===== src/rtl/mc_pkg.sv =====
// Shared types and encodings for the RV32I multi-cycle controller.
package mc_pkg;

    typedef enum logic [3:0] {
        IDLE,
        FETCH,
        DECODE,
        MEMADR,
        MEMREAD,
        MEMWB,
        MEMWRITE,
        EXECR,
        EXECI,
        ALUWB,
        BRANCH,
        JAL,
        TRAP
    } state_t;

    localparam logic [6:0] OP_LOAD   = 7'b0000011;
    localparam logic [6:0] OP_STORE  = 7'b0100011;
    localparam logic [6:0] OP_RTYPE  = 7'b0110011;
    localparam logic [6:0] OP_ITYPE  = 7'b0010011;
    localparam logic [6:0] OP_BRANCH = 7'b1100011;
    localparam logic [6:0] OP_JAL    = 7'b1101111;

    localparam logic [1:0] ALU_ADD   = 2'b00;
    localparam logic [1:0] ALU_SUB   = 2'b01;
    localparam logic [1:0] ALU_FUNCT = 2'b10;

    localparam logic [1:0] SRCA_PC    = 2'b00;
    localparam logic [1:0] SRCA_RS1   = 2'b01;
    localparam logic [1:0] SRCA_OLDPC = 2'b10;

    localparam logic [1:0] SRCB_RS2  = 2'b00;
    localparam logic [1:0] SRCB_FOUR = 2'b01;
    localparam logic [1:0] SRCB_IMM  = 2'b10;

    localparam logic [1:0] WB_ALUOUT = 2'b00;
    localparam logic [1:0] WB_MDR    = 2'b01;
    localparam logic [1:0] WB_PC     = 2'b10;

    localparam logic [1:0] CAUSE_NONE    = 2'b00;
    localparam logic [1:0] CAUSE_ILLEGAL = 2'b01;
    localparam logic [1:0] CAUSE_TIMEOUT = 2'b10;

endpackage


===== src/rtl/mc_wait_timer.sv =====
// Counts consecutive not-ready cycles of a memory request and flags the
// cycle in which the TIMEOUT-th wait would complete (TIMEOUT = 0 disables).
module mc_wait_timer #(
    parameter int unsigned TIMEOUT = 255
) (
    input  logic clk,
    input  logic reset,
    input  logic waiting,
    input  logic mem_ready,
    output logic expired_c
);

    localparam int unsigned CNT_W = (TIMEOUT > 1) ? $clog2(TIMEOUT) : 1;

    logic [CNT_W-1:0] cnt;

    // Ready beats the timeout when both land in the same cycle.
    assign expired_c = (TIMEOUT != 0) && waiting && !mem_ready
                       && (cnt == CNT_W'(TIMEOUT - 1));

    always_ff @(posedge clk or posedge reset) begin
        if (reset) begin
            cnt <= '0;
        end else if (!waiting || mem_ready || expired_c) begin
            cnt <= '0;
        end else begin
            cnt <= cnt + CNT_W'(1);
        end
    end

endmodule


===== src/rtl/multicycle_controller.sv =====
// Multi-cycle control FSM: sequences the shared memory port and ALU per
// instruction, with req/ready handshake, stall timeout, sticky trap, instret.
module multicycle_controller
    import mc_pkg::*;
#(
    parameter int unsigned TIMEOUT   = 255,
    parameter int unsigned COUNTER_W = 32
) (
    input  logic                 clk,
    input  logic                 reset,
    input  logic [6:0]           opcode,
    input  logic                 mem_ready,
    output logic                 mem_req,
    output logic                 mem_we,
    output logic                 i_or_d,
    output logic                 ir_write,
    output logic                 pc_write,
    output logic                 branch,
    output logic                 pc_src,
    output logic [1:0]           alu_src_a,
    output logic [1:0]           alu_src_b,
    output logic [1:0]           alu_op,
    output logic                 reg_write,
    output logic [1:0]           mem_to_reg,
    output logic                 trap,
    output logic [1:0]           trap_cause,
    output logic [COUNTER_W-1:0] instret
);

    state_t     state;
    state_t     state_nxt;
    logic [1:0] cause_nxt;
    logic       retire_c;
    logic       waiting_c;
    logic       expired_c;

    assign waiting_c = (state == FETCH) || (state == MEMREAD) || (state == MEMWRITE);

    mc_wait_timer #(
        .TIMEOUT(TIMEOUT)
    ) u_wait_timer (
        .clk      (clk),
        .reset    (reset),
        .waiting  (waiting_c),
        .mem_ready(mem_ready),
        .expired_c(expired_c)
    );

    always_ff @(posedge clk or posedge reset) begin
        if (reset) begin
            state      <= IDLE;
            trap_cause <= CAUSE_NONE;
            instret    <= '0;
        end else begin
            state      <= state_nxt;
            trap_cause <= cause_nxt;
            if (retire_c) begin
                instret <= instret + COUNTER_W'(1);
            end
        end
    end

    // Next state and decoded control outputs.
    always_comb begin
        state_nxt  = state;
        cause_nxt  = trap_cause;
        retire_c   = 1'b0;
        mem_req    = 1'b0;
        mem_we     = 1'b0;
        i_or_d     = 1'b0;
        ir_write   = 1'b0;
        pc_write   = 1'b0;
        branch     = 1'b0;
        pc_src     = 1'b0;
        alu_src_a  = SRCA_PC;
        alu_src_b  = SRCB_RS2;
        alu_op     = ALU_ADD;
        reg_write  = 1'b0;
        mem_to_reg = WB_ALUOUT;
        trap       = 1'b0;

        unique case (state)
            IDLE: state_nxt = FETCH;
            FETCH: begin
                mem_req   = 1'b1;
                alu_src_b = SRCB_FOUR;
                if (mem_ready) begin
                    ir_write  = 1'b1;
                    pc_write  = 1'b1;
                    state_nxt = DECODE;
                end else if (expired_c) begin
                    state_nxt = TRAP;
                    cause_nxt = CAUSE_TIMEOUT;
                end
            end
            DECODE: begin
                alu_src_a = SRCA_OLDPC;
                alu_src_b = SRCB_IMM;
                case (opcode)
                    OP_LOAD, OP_STORE: state_nxt = MEMADR;
                    OP_RTYPE:          state_nxt = EXECR;
                    OP_ITYPE:          state_nxt = EXECI;
                    OP_BRANCH:         state_nxt = BRANCH;
                    OP_JAL:            state_nxt = JAL;
                    default: begin
                        state_nxt = TRAP;
                        cause_nxt = CAUSE_ILLEGAL;
                    end
                endcase
            end
            MEMADR: begin
                alu_src_a = SRCA_RS1;
                alu_src_b = SRCB_IMM;
                state_nxt = (opcode == OP_STORE) ? MEMWRITE : MEMREAD;
            end
            MEMREAD: begin
                mem_req = 1'b1;
                i_or_d  = 1'b1;
                if (mem_ready) begin
                    state_nxt = MEMWB;
                end else if (expired_c) begin
                    state_nxt = TRAP;
                    cause_nxt = CAUSE_TIMEOUT;
                end
            end
            MEMWB: begin
                reg_write  = 1'b1;
                mem_to_reg = WB_MDR;
                state_nxt  = FETCH;
                retire_c   = 1'b1;
            end
            MEMWRITE: begin
                mem_req = 1'b1;
                mem_we  = 1'b1;
                i_or_d  = 1'b1;
                if (mem_ready) begin
                    state_nxt = FETCH;
                    retire_c  = 1'b1;
                end else if (expired_c) begin
                    state_nxt = TRAP;
                    cause_nxt = CAUSE_TIMEOUT;
                end
            end
            EXECR: begin
                alu_src_a = SRCA_RS1;
                alu_src_b = SRCB_RS2;
                alu_op    = ALU_FUNCT;
                state_nxt = ALUWB;
            end
            EXECI: begin
                alu_src_a = SRCA_RS1;
                alu_src_b = SRCB_IMM;
                alu_op    = ALU_FUNCT;
                state_nxt = ALUWB;
            end
            ALUWB: begin
                reg_write = 1'b1;
                state_nxt = FETCH;
                retire_c  = 1'b1;
            end
            BRANCH: begin
                alu_src_a = SRCA_RS1;
                alu_src_b = SRCB_RS2;
                alu_op    = ALU_SUB;
                branch    = 1'b1;
                pc_src    = 1'b1;
                state_nxt = FETCH;
                retire_c  = 1'b1;
            end
            JAL: begin
                pc_write   = 1'b1;
                pc_src     = 1'b1;
                reg_write  = 1'b1;
                mem_to_reg = WB_PC;
                state_nxt  = FETCH;
                retire_c   = 1'b1;
            end
            TRAP: trap = 1'b1;
            default: state_nxt = IDLE;
        endcase
    end

endmodule


===== config.mk =====
export PLATFORM = sky130hd
export DESIGN_NAME = multicycle_controller
export DESIGN_NICKNAME = d
export VERILOG_FILES = /design/src/rtl/mc_pkg.sv /design/src/rtl/mc_wait_timer.sv /design/src/rtl/multicycle_controller.sv
export SDC_FILE = /design/constraint.sdc
export NUM_CORES = 1
export LEC_CHECK = 0
export CORE_MARGIN = 3
export CORE_UTILIZATION = 49
export DETAILED_ROUTE_END_ITERATION = 12
export PLACE_DENSITY = 0.91
export SYNTH_ARGS = -nofsm -noshare
export SYNTH_HDL_FRONTEND = slang
export SYNTH_SLANG_ARGS = --single-unit

===== constraint.sdc =====
create_clock -name clk -period 2.2 [get_ports clk]
set_clock_uncertainty 0.05 [all_clocks]
set_input_delay 0.22 -clock clk [delete_from_list [all_inputs] [get_ports clk]]
set_output_delay 0.22 -clock clk [all_outputs]
set_load 0.01 [all_outputs]

## After elaboration in Yosys (flattened, before gate mapping)

Index checks and enable logic that the tools add are counted.

| storage, ports and cells | value |
|---|---|
| word-level logic and storage cells | 77 |
| memory bits (read-only) | 0 |
| memories | 0 |
| bits in registers | 46 |
| output and inout bits | 51 |
| RAM bits | 0 |
| bits in latches | 0 |

| cells by class | value |
|---|---|
| $lt $le $gt $ge | 0 |
| multiplexer cells | 27 |
| bitwise logic cells | 0 |
| divide/modulo/power cells | 0 |
| eq/ne operators | 22 |
| add/sub/neg operators | 2 |
| shifts and indexed selects | 0 |
| reductions and logical operators | 22 |
| multiply operators | 0 |

Operator list:

| cell | count |
|---|---|
| $add 32x1->32 const B | 1 |
| $pmux 4 s8 | 1 |
| $eq 4x4->1 const B | 5 |
| $pmux 2 s2 | 5 |
| $pmux 4 s5 | 1 |
| $eq 4x3->1 const B | 4 |
| $mux 4 | 4 |
| $eq 7x6->1 const B | 2 |
| $eq 7x7->1 const B | 2 |
| $mux 1 | 9 |
| $reduce_or 3->1 | 3 |
| $add 8x1->8 const B | 1 |
| $eq 4x2->1 const B | 2 |
| $eq 8x8->1 const B | 1 |
| $mux 2 | 4 |
| $mux 8 | 1 |
| $reduce_or 2->1 | 4 |
| $reduce_or 4->1 | 2 |
| $eq 7x2->1 const B | 1 |
| $eq 7x5->1 const B | 1 |
| $reduce_or 6->1 | 1 |
| $reduce_or 5->1 | 1 |
| $eq 4x1->1 const B | 1 |
| $logic_not 4->1 | 1 |
| 8 further kinds | 15 |

## Logic depth before layout (Yosys ltp)

| logic depth | value |
|---|---|
| word-level depth | 8 |
| gate-level depth with buffers | 7 |
| depth with buffers taken out | 6 |

## Hierarchy

Synthesis repeated with hierarchy kept, for this count alone.

| unflattened totals | value |
|---|---|
| cells, all modules | 253 |
| area total of the unflattened synthesis | 2528.7 um^2 |

Modules (own cells, without submodules):

| module | area an instance (um^2) | cells each | times used |
|---|---|---|---|
| multicycle_controller | 2117.0 | 212 | 1 |
| mc_wait_timer | 411.6 | 41 | 1 |

## Worst setup path before layout

No wires, ideal clock.

| path | value |
|---|---|
| kind | register to output |
| start | register state[0] |
| end | output port pc_write |
| slack | 0.245 ns |
| buffers on the path | 1 |
| arrival time | 1.685 ns |
| cell stages (with the launch flop) | 6 |
| cells stage by stage | dfrtp_1 > clkbuf_1 > inv_1 > nor4_1 > and2_1 > or2_2 |

| on the way | value |
|---|---|
| longest elaborated chain between the ends | 2 |

RTL lines:

| element | line | source |
|---|---|---|
| from (decl) | multicycle_controller.sv:30 | `state_t state;` |
| from (signal assigned) | multicycle_controller.sv:55 | `state <= state_nxt;` |
| $eq 4x4->1 / $eq 4x1->1 (equally long branches) | multicycle_controller.sv:82 | `unique case (state)` |
| $pmux 1 s2 * | multicycle_controller.sv:82 |  |
| to (decl) | multicycle_controller.sv:17 | `output logic pc_write,` |

Every way passes the cells marked *; elsewhere a longest branch is shown, timed or not.

## Worst setup path in the final report

| path | value |
|---|---|
| start | register state[3] |
| end | output port alu_op[1] |

| on the way | value |
|---|---|
| longest elaborated chain between the ends | 3 |

RTL lines:

| element | line | source |
|---|---|---|
| $eq 4x4->1 / $eq 4x3->1 (equally long branches) | multicycle_controller.sv:82 |  |
| $reduce_or 2->1 (no line) | - |  |
| $pmux 2 s2 * | multicycle_controller.sv:82 |  |
| to (decl) | multicycle_controller.sv:22 | `output logic [1:0] alu_op,` |

Marked as above.

==> qor.yml <==
status: "complete, no violations"
cp-end-kind: "output pin"
max_cap_viol_count: 0
crit_type: "reg2out"
grt_max_degree: 47
syn_nets: 251
synthFlopType: "dfrtp_1"
rsz0062_at_grt: "no"
antenna_found_initial: 0
setup_viol: 0
post_drt_wl_per_cell_um: 14.9
finalMaxSlewViolations: 0
die_x_um: 76.6
arrival_ns: 1.84
drc_errors: 0
vias_per_cell: 5.50
hpwl_um: 4140
drive_above_1_share_pct: 13.9
peakVddDrop_mv: 0.347
n_antenna_cell: 0
yosysUniqueCellTypes: 46
finalCritPeriodShare_pct: 96.0
cp_slowest_cell: "clkdlybuf4s50_1"
crit_required_ns: 1.93
maxSlewHeadroom_pct: 61.6
synth-seq-cells: 46
floorplan.rows: 25
setup_ws_ns: 0.0888
cts_root_buf: "clkbuf_8"
nets: 322
path_clk_slew_ns: 0.09
cts_buffers: 5
die_area_um2: 5860
ios: 61
die_h_um: 76.6
antenna_left: 0
syn_avg_cell_area_um2: 10.3
start_kind: "register"
tightestPinTransition_ns: 0.561
crit_buf_inv: 1
fmax_mhz: 474
overflow: 0
clk_latency_ns: 0.30
critical_path.max_stage_delay_ns: 0.59
first_pass_iters: 4
finalSetupTns_ns: 0
wirelength_um: 5600
synth_cells: 238
clock-sinks: 46
track_usage_pct: 19.9
gp_congestion: 0.839
yosysSeqAreaShare_pct: 47.2
hold_class: "in2async"
drt-initial-drc-count: 56
dpl_worst_slack_ns: 0.0770
port_buffers: 60
h-tree-depth: 2
cp_cell_sequence: "and2b_2 > nand2_1 > o31ai_2 > clkdlybuf4s50_1"
area_growth_pct: 34.9
ys_async_sr_fraction_pct: 100
p_leak_nw: 1.39
grt_pass1_wl_um: 9550
synth_edf_count: 0
worstPathMaxFanout: 12
netlist_area_um2: 2440
crit_family: "buffers and inverters"
vias: 2074
cts_tree: "built"
hold_viol_final: 0
yosys_warnings: 0
core_area_um2: 4750
cts_buffer_depth: 2
p_per_area_nw_per_um2: 794
initial_core_util_pct: 51.3
grt_pass1_vias: 2028
period_minus_slack_ns: 2.11
-- sequential cells by signal, summed over array words and instances, names as in the netlist --
signal	cells
u_wait_timer.cnt	8
trap_cause	2
state	4
instret	32
-- per-layer routing --
| layer | share of wire (%) | vias to the layer above | track usage [%] | wire [µm] |
|---|---|---|---|---|
| met2 | 49 | 59 | 32.7 | 2770 |
| met1 | 45 | 1027 | 25.3 | 2500 |
| met3 | 4.2 | 9 | 4.37 | 234 |
| met5 | 0 | - | 0 | 0 |
| li1 | - | 979 | - | - |
| met4 | 1.6 | 0 | 8.70 | 92 |
-- kinds of logic (layout without fill, tap and decap cells) --
logic type,count (synthesis),in the layout,share of synthesized area (%)
simple gates,109,109,25.8
flops,46,46,47.2
fa+ha+maj,4,4,1.95
xor+xnor,37,37,13.3
mux,1,1,0.462
buf+inv,17,89,3.33
compound gates,24,24,8.00
-- tightest hold or removal path, delay by kind of cell --
family | cells | cell delay (ns)
buffers and inverters | 3 | 0.90
-- cell usage after synthesis, drive strengths merged, types with 2 or more instances --
cell	number	share of area, %
a2111oi	2	1.5
a21oi	7	1.7
and2	3	0.82
and3	12	3.3
and4	5	1.8
and4bb	2	1.0
buf	5	1.5
clkbuf	4	0.62
dfrtp	46	47
ha	3	1.5
inv	8	1.2
nand2	18	2.8
nand2b	2	0.51
nand3	16	3.3
nand4	18	5.2
nand4b	2	0.72
nor2	16	2.5
nor2b	5	1.3
nor3	3	0.62
nor4	2	0.51
o21ai	6	1.7
o31a	2	0.72
o31ai	3	0.92
or2	2	0.51
xnor2	28	10
xor2	9	3.2
-- placed cells by master (no fill, tap or decap), drive strengths merged, types with 9 or more instances in the layout --
master,n
nand4,18
dfrtp,46
nand2,18
and3,12
nand3,16
nor2,16
xnor2,28
buf,12
clkdlybuf4s50,59
xor2,9
-- timing repair --
action | CTS | global route
hold endpoints to repair | 0 | 0
endpoints found under the setup margin | 5 | 5
pin swaps | 1 | 1
gates resized for setup | 7 | 3
hold buffers | 0 | 0
setup buffers | 0 | 6
-- worst paths after layout --
path	startpoint	to	slack [ns]	cells past startpoint
setup / recovery	state[3]	alu_op[1]	0.09	4
hold / removal	reset	instret[31]	0.31	3
setup reg to reg	state[3]	instret[21]	0.13	6
hold reg to reg	trap_cause[1]	trap_cause[1]	0.43	1
max in group asynchronous	reset	state[2]	1.37	3
min in group clk	trap_cause[1]	trap_cause[1]	0.43	1
-- where the power goes --
group | internal, W | switching, W
clock | 0.000224 | 0.000279
sequential | 0.000943 | 0.000142
combinational | 0.000527 | 0.000500
total | 0.00169 | 0.000921
-- cell type report --
type / count / area [µm²]
Inverter: 8 / 30.0
Clock inverter: 2 / 13.8
Sequential cell: 46 / 1160
Clock buffer: 6 / 72.6
Timing Repair Buffer: 73 / 696
Tap cell: 67 / 83.8
Fill cell: 351 / 1460
Multi-Input combinational cell: 175 / 1240
-- stage by stage --
| stage | instance area (µm²) | utilization, % | hold slack [ns] | total power (W) | std cells |
|---|---|---|---|---|---|
| global placement | 3130 | 65.7 | 0.414 | 0.00199 | 363 |
| CTS | 3240 | 68.1 | 0.342 | 0.00256 | 371 |
| finish | 3290 | 69.2 | 0.307 | 0.00261 | 377 |
| global route | 3290 | 69.2 | 0.390 | 0.00277 | 377 |
| detailed placement | 3130 | 65.7 | 0.419 | 0.00202 | 363 |
| floorplan | 2440 | - | 0.334 | 0.00160 | 238 |
(Power assumes the default switching activity.)
